==> src/rtl/fifo_seq_pkg.sv <==
// Shared types and default widths for the delay-FIFO sequencer.
//   state_t   : controller states (IDLE, FILL, FULL, DRAIN, SCRUB)
//   DEF_DEPTH : default FIFO depth
//   DEF_BITS  : default word width
package fifo_seq_pkg;

    typedef enum logic [2:0] {
        S_IDLE  = 3'd0,
        S_FILL  = 3'd1,
        S_FULL  = 3'd2,
        S_DRAIN = 3'd3,
        S_SCRUB = 3'd4
    } state_t;

    localparam int DEF_DEPTH = 8;
    localparam int DEF_BITS  = 64;

endpackage

==> src/rtl/fifo_seq_ctrl.sv <==
// Upstream sequencer for a flagless delay FIFO lane.
// Accepts words over valid/ready, shifts them into the FIFO, tracks occupancy,
// drains exactly DEPTH words on start, or zero-fills the FIFO on scrub.
//
// Ports:
//   clk, rst_n             clock, asynchronous active-low reset
//   in_valid/in_ready/in_data     upstream word interface
//   start, scrub           single-cycle command pulses
//   fifo_en, fifo_d        FIFO shift enable and write data
//   fifo_q                 FIFO oldest entry (combinational from FIFO)
//   out_valid/out_ready/out_data  downstream drained word interface
//   count                  occupancy 0..DEPTH
//   busy                   DRAIN or SCRUB in progress
//   done                   pulse on the final drain/scrub beat
//   csum, csum_valid       XOR checksum of the drain (FIFO_SEQ_CSUM_EN only)
//
// Build option: define FIFO_SEQ_CSUM_EN to add the drain checksum outputs.
module fifo_seq_ctrl
    import fifo_seq_pkg::*;
#(
    parameter int DEPTH = DEF_DEPTH,
    parameter int BITS  = DEF_BITS,
    parameter int CNT_W = $clog2(DEPTH + 1)
) (
    input  logic             clk,
    input  logic             rst_n,
    input  logic             in_valid,
    output logic             in_ready,
    input  logic [BITS-1:0]  in_data,
    input  logic             start,
    input  logic             scrub,
    output logic             fifo_en,
    output logic [BITS-1:0]  fifo_d,
    input  logic [BITS-1:0]  fifo_q,
    output logic             out_valid,
    input  logic             out_ready,
    output logic [BITS-1:0]  out_data,
    output logic [CNT_W-1:0] count,
`ifdef FIFO_SEQ_CSUM_EN
    output logic [BITS-1:0]  csum,
    output logic             csum_valid,
`endif
    output logic             busy,
    output logic             done
);

    localparam logic [CNT_W-1:0] LAST = CNT_W'(DEPTH - 1);

    state_t           state_q, state_d;
    logic [CNT_W-1:0] count_q, count_d;
    logic [CNT_W-1:0] beat_q, beat_d;
    logic             last_beat;

    assign last_beat = (beat_q == LAST);
    assign count     = count_q;

    always_ff @(posedge clk or negedge rst_n) begin
        if (!rst_n) begin
            state_q <= S_IDLE;
            count_q <= '0;
            beat_q  <= '0;
        end else begin
            state_q <= state_d;
            count_q <= count_d;
            beat_q  <= beat_d;
        end
    end

    always_comb begin
        state_d   = state_q;
        count_d   = count_q;
        beat_d    = beat_q;
        in_ready  = 1'b0;
        fifo_en   = 1'b0;
        fifo_d    = '0;
        out_valid = 1'b0;
        out_data  = '0;
        busy      = 1'b0;
        done      = 1'b0;
        case (state_q)
            S_IDLE, S_FILL: begin
                // Gated by rst_n so in_ready reads 0 while reset is held;
                // scrub wins over a same-cycle word.
                in_ready = rst_n & ~scrub;
                if (scrub) begin
                    state_d = S_SCRUB;
                    beat_d  = '0;
                end else if (in_valid && in_ready) begin
                    fifo_en = 1'b1;
                    fifo_d  = in_data;
                    count_d = count_q + 1'b1;
                    state_d = (count_q == LAST) ? S_FULL : S_FILL;
                end
            end
            S_FULL: begin
                if (scrub) begin
                    state_d = S_SCRUB;
                    beat_d  = '0;
                end else if (start) begin
                    state_d = S_DRAIN;
                    beat_d  = '0;
                end
            end
            S_DRAIN: begin
                busy      = 1'b1;
                out_valid = 1'b1;
                out_data  = fifo_q;
                if (out_ready) begin
                    // Shift zeros in behind the drained word so the FIFO
                    // ends the drain empty of live data.
                    fifo_en = 1'b1;
                    done    = last_beat;
                    if (last_beat) begin
                        state_d = S_IDLE;
                        count_d = '0;
                        beat_d  = '0;
                    end else begin
                        beat_d = beat_q + 1'b1;
                    end
                end
            end
            S_SCRUB: begin
                busy    = 1'b1;
                fifo_en = 1'b1;
                done    = last_beat;
                if (last_beat) begin
                    state_d = S_IDLE;
                    count_d = '0;
                    beat_d  = '0;
                end else begin
                    beat_d = beat_q + 1'b1;
                end
            end
            default: state_d = S_IDLE;
        endcase
    end

`ifdef FIFO_SEQ_CSUM_EN
    logic [BITS-1:0] csum_q;
    logic            drain_beat;

    assign drain_beat = (state_q == S_DRAIN) && out_ready;

    always_ff @(posedge clk or negedge rst_n) begin
        if (!rst_n)
            csum_q <= '0;
        else if (state_q == S_FULL && start && !scrub)
            csum_q <= '0;
        else if (drain_beat)
            csum_q <= csum_q ^ fifo_q;
    end

    // Fold in the current beat so the full checksum is visible on the
    // done cycle; after the drain it is simply the held register.
    assign csum       = csum_q ^ (drain_beat ? fifo_q : '0);
    assign csum_valid = done && (state_q == S_DRAIN);
`endif

endmodule

==> config.mk <==
export PLATFORM = sky130hd
export DESIGN_NAME = fifo_seq_ctrl
export DESIGN_NICKNAME = d
export VERILOG_FILES = /design/src/rtl/fifo_seq_pkg.sv /design/src/rtl/fifo_seq_ctrl.sv
export SDC_FILE = /design/constraint.sdc
export NUM_CORES = 1
export LEC_CHECK = 0
export CORE_MARGIN = 10
export CORE_UTILIZATION = 20
export CTS_BUF_LIST = sky130_fd_sc_hd__clkbuf_8
export DETAILED_ROUTE_END_ITERATION = 7
export PLACE_DENSITY = 0.82
export SLEW_MARGIN = 20
export SYNTH_ARGS = -nofsm -noshare
export SYNTH_HDL_FRONTEND = slang
export SYNTH_SLANG_ARGS = --single-unit
==> constraint.sdc <==
create_clock -name clk -period 1.8 [get_ports clk]
set_clock_uncertainty 0.2 [all_clocks]
set_input_delay 0.27 -clock clk [delete_from_list [all_inputs] [get_ports clk]]
set_output_delay 0.27 -clock clk [all_outputs]
set_load 0.05 [all_outputs]
## Yosys cells after proc, flatten, opt, wreduce, memory -nomap -nowiden

Index checks and enable logic that the tools add are counted.
Widths: inputs -> output; s select.

| cells by class | value |
|---|---|
| bitwise logic cells | 2 |
| equal/unequal tests | 12 |
| reductions and logical operators | 9 |
| add/sub/neg operators | 2 |
| muxes and demuxes | 32 |

Operators by type and width:

| cell | number |
|---|---|
| $mux 64 | 4 |
| $mux 4 | 9 |
| $mux 3 | 6 |
| $pmux 4 s4 | 1 |
| $pmux 3 s4 | 1 |
| $pmux 4 s3 | 1 |
| $add 4x1->4 const B | 2 |
| $eq 4x3->1 const B | 2 |
| $ne 2x2->1 const B | 4 |
| $reduce_and 4->1 | 2 |
| $mux 1 | 7 |
| $eq 3x2->1 const B | 2 |
| $ne 3x3->1 const B | 2 |
| $reduce_bool 4->1 | 1 |
| $reduce_or 2->1 | 2 |
| $eq 3x1->1 const B | 1 |
| $eq 3x3->1 const B | 1 |
| $logic_not 3->1 | 1 |
| $pmux 1 s3 | 1 |
| $reduce_and 3->1 | 1 |
| $reduce_bool 3->1 | 1 |
| $mux 2 | 1 |
| $pmux 1 s2 | 1 |
| $and 1x1->1 | 1 |
| other kinds (2) | 2 |

| storage, ports and cells | value |
|---|---|
| flip-flop bits (word level) | 11 |
| bits of input ports | 134 |
| logic and storage cells | 60 |
| output and inout bits | 137 |

## Logic depth before layout (Yosys ltp)

| logic depth | value |
|---|---|
| depth in word-level cells | 6 |
| mapped depth | 6 |
| gate-level depth less buffers | 5 |

## Least setup slack after synthesis

Ideal clock, no wire load.

| timing | value |
|---|---|
| kind | reg-to-output |
| from | register state_q[2] |
| to | output out_data[54] |
| arrival time | 1.846 ns |
| setup slack | -0.516 ns |
| cell stages (with the launch flop) | 5 |
| buffers on the path | 2 |
| data required time | 1.330 ns |
| cell sequence | dfrtp_1 > and3b_1 > buf_2 > clkbuf_1 > and2_1 |

| on the way | value |
|---|---|
| word-level cells in the longest chain between the ends | 2 |

RTL lines:

| what | line | RTL |
|---|---|---|
| start, declared | fifo_seq_ctrl.sv:49 | `state_t state_q, state_d;` |
| start signal, assigned | fifo_seq_ctrl.sv:63 | `state_q <= state_d;` |
| $eq 3x2->1 | fifo_seq_ctrl.sv:80 | `case (state_q)` |
| $mux 64 | fifo_seq_ctrl.sv:80 |  |
| end, declared | fifo_seq_ctrl.sv:37 | `output logic [BITS-1:0] out_data,` |

Every way passes these cells.

## Worst setup path in the final report

| timing | value |
|---|---|
| from | register state_q[1] |
| to | output fifo_d[63] |

| on the way | value |
|---|---|
| word-level cells in the longest chain between the ends | 3 |
| elaborated cells on any way between the ends | 4 |

RTL lines:

| what | line | RTL |
|---|---|---|
| $eq 3x1->1 or $logic_not 3->1 (tied branches) | fifo_seq_ctrl.sv:80 |  |
| $reduce_or 2->1 (*) | fifo_seq_ctrl.sv:80 |  |
| $mux 64 (*) | fifo_seq_ctrl.sv:80 |  |
| end, declared | fifo_seq_ctrl.sv:33 | `output logic [BITS-1:0] fifo_d,` |

Mark *: on every way between the ends. The rest lies on a longest branch, timed or not.

==> impl_metrics.tcl <==
set metrics [dict create \
    clockBufferDepth 2 \
    path_common_cell "buf_12" \
    reg2reg_setup_slack_ps -320 \
    grt_pass1_vias 3175 \
    synth.distinct_cells 39 \
    vias 2891 \
    ys_warn_count 0 \
    slowest_stage "or3_4" \
    leakagePower_nw 2.86 \
    cp_max_fo 8 \
    power_frac_clock_pct 8.1 \
    cts_tree "built" \
    antenna_found_initial 0 \
    worstSkewPairLatency_ps 250 \
    wire_per_inst_um 25.4 \
    portBuffers 270 \
    vias_per_cell 4.63 \
    status "finished, violations left" \
    wl_um 15900 \
    ys_seq_area_share_pct 17.1 \
    io-pin-count 271 \
    cp.required_ps 1330 \
    violations "negative setup slack" \
    clock_sinks 11 \
    gp_congestion 0.844 \
    synth_seq_cells 11 \
    worstPathCellList "or3_4, nor2_4, buf_6, buf_12, and2_4, buf_12" \
    synth_common_cells "129 x and2_1, 11 x dfrtp_1, 8 x clkbuf_2, 8 x nand2_1, 6 x buf_6" \
    firstDrtPassIters 4 \
    drv_slew 0 \
    final_core_util_pct 86.9 \
    p_sw_w 0.00141 \
    drc 0 \
    cp-start-kind "register" \
    cts_hold_buf 0 \
    cp-end-kind "output port" \
    syn_inst 217 \
    drive_above_1_share_pct 65.2 \
    hold_violations 0 \
    internal_power_w 0.00178 \
    worst-setup-path-type "reg2out" \
    p_seq_share_pct 12.8 \
    clock.fmax_mhz 445 \
    yosys_most_used_dff "dfrtp_1" \
    grt_pass1_wl_um 21000 \
    hold-worst-slack_ps 217 \
    path_clk_slew_ps 50 \
    slowest_delay_ps 380 \
    async_reset_ff_share_pct 100 \
    synth.most_common_cell "and2_1" \
    rsz0062_at_grt "true" \
    root_buffer "clkbuf_8" \
    ant_nets 0 \
    min_period_over_period_pct 125 \
    fp.dieArea_um2 12000 \
    antenna_cells 0 \
    worst_slew_pin_slew_ps 374 \
    hold_path_class "in2async" \
    drt-initial-drc-count 168 \
    netlist.top_cell.by_area "and2_1" \
    die_x_um 110 \
    power_frac_comb_pct 79.1 \
    finalSetupViolCount 141 \
    synth_nets 353 \
    rr_startpoint "state_q[1]$_DFFE_PN0P_" \
    fin_ws_ps -449 \
    avgSynthCellArea_um2 7.40 \
    tritoncts.num_buffers 3 \
    initial_core_util_pct 20.7 \
    relSlewSlack_pct 74.8 \
    htreeDepth 1 \
    arrival_ps 1780 \
    drv_cap 0 \
    finalPower_w 0.00319 \
    path_delay_family "simple AND/OR/NAND/NOR gates" \
    powerDensity_nw_per_um2 473 \
    critPathBufInv 3 \
    switching_share_pct 44.1 \
    grt_max_degree 33 \
    synth_edf_count 0 \
    nets 660 \
    grt_overflow 0 \
    area_delta_synth_final_pct 320 \
    peakVddDrop_v 0.000609 \
    r2r_cells 7 \
    rr_endpoint "state_q[0]$_DFFE_PN0P_" \
    synthTopCellsByArea "and2_1 50%, dfrtp_1 17%, buf_6 4.2%" \
    syn-cell-area_um2 1610 \
    die_h_um 110 \
    core_um2 7770 \
    grt.total_usage_pct 23.2 \
    period_needed_ps 2250 \
    num_rows 32 \
    dp_hpwl_um 11300 \
    yosysTopAreaCellShare_pct 50.2 \
]
-- cell type report --
class	instances	area (um^2)
clock inverters	1	3.75
multi-input cells	188	1620
fillers	353	1020
clock buffers	3	41.3
flip-flops and latches	11	277
repair buffers	318	4670
well taps	102	128
inverters	2	7.51
-- what timing repair did --
action                                  in CTS  in global routing
cloned                                       9                  1
pin swaps                                   33                 28
resized for setup                           53                 38
buffers inserted                            18                  7
endpoints found under the setup margin     142                142
-- layer usage --
metal | wire length (um) | vias to the layer above | GRT usage, %
met5 | 0 | - | 0
met4 | 389 | 0 | 4.00
met3 | 1220 | 30 | 6.03
met2 | 9090 | 165 | 46.3
met1 | 5160 | 1384 | 23.7
li1 | - | 1312 | -
-- state kept, by name, indices dropped and copies added, names as in the netlist --
signal and cells:
beat_q 4, state_q 3, count 4
-- worst max-delay path by stage --
stage / depth (start not counted) / startpoint / to
floorplan: 6 / state_q[1]$_DFFE_PN0P_ / fifo_d[22]
global route: 6 / state_q[1]$_DFFE_PN0P_ / fifo_d[63]
finish: 6 / state_q[1]$_DFFE_PN0P_ / fifo_d[63]
global placement: 6 / scrub / fifo_d[22]
CTS: 6 / state_q[1]$_DFFE_PN0P_ / fifo_d[4]
detailed placement: 6 / scrub / fifo_d[63]
-- layout by cell type (no fill, tap or decap), types with 2 or more instances in the layout --
cell type        synthesis  final
nand2_1                  8      7
o21ai_2                  1      2
and2_4                   0    114
nand3_1                  5      5
nor2_4                   1      3
ha_1                     2      2
dfrtp_1                 11     10
inv_1                    2      2
clkdlybuf4s50_1          0    132
buf_4                    0     18
o21ai_1                  1      3
clkbuf_8                 0      3
nand3b_1                 2      2
a21oi_1                  4      2
buf_12                   0    142
buf_6                    6     20
buf_16                   0      4
a21oi_2                  1      2
nor2_1                   4      2
nor3_1                   3      2
and2_2                   0     15
-- kinds of logic (layout without fill, tap and decap cells) --
family / count (synthesis) / count (layout) / share of synthesized area, %
AND/OR/NAND/NOR: 160 / 161 / 61.9
AO/OA/AOI/OAI: 21 / 21 / 8.88
buffers and inverters: 19 / 324 / 7.94
flip-flops: 11 / 11 / 17.1
multiplexers: 3 / 3 / 2.02
adder cells (fa/ha/maj): 2 / 2 / 1.56
XOR/XNOR: 1 / 1 / 0.545
-- stage by stage --
step	cells	TNS [ps]	instance area, um^2	setup slack (ps)
2_1_floorplan	217	-9710	1900	-154
3_3_place_gp	592	-33470	6150	-457
3_5_place_dp	592	-37010	6150	-485
4_1_cts	622	-46940	6660	-433
5_1_grt	625	-57000	6750	-482
6_report	625	-51010	6750	-449
-- power by group through the flow --
stage	sequential, W	clock (W)	combinational [W]
6_report	0.000408	0.000259	0.00253
2_1_floorplan	0.000439	0	0.000854
3_3_place_gp	0.000382	0	0.00196
4_1_cts	0.000394	0.000256	0.00224
5_1_grt	0.000415	0.000268	0.00261
3_5_place_dp	0.000390	0	0.00201
-- worst reg2reg max path: cells and delay by family (launching register included) --
| family | cells | cell delay [ps] |
|---|---|---|
| simple gates | 1 | 250 |
| buf+inv | 3 | 450 |
| flops | 1 | 370 |
| compound gates | 2 | 370 |
| mux | 1 | 360 |
Power figures use the tool's default switching activity.
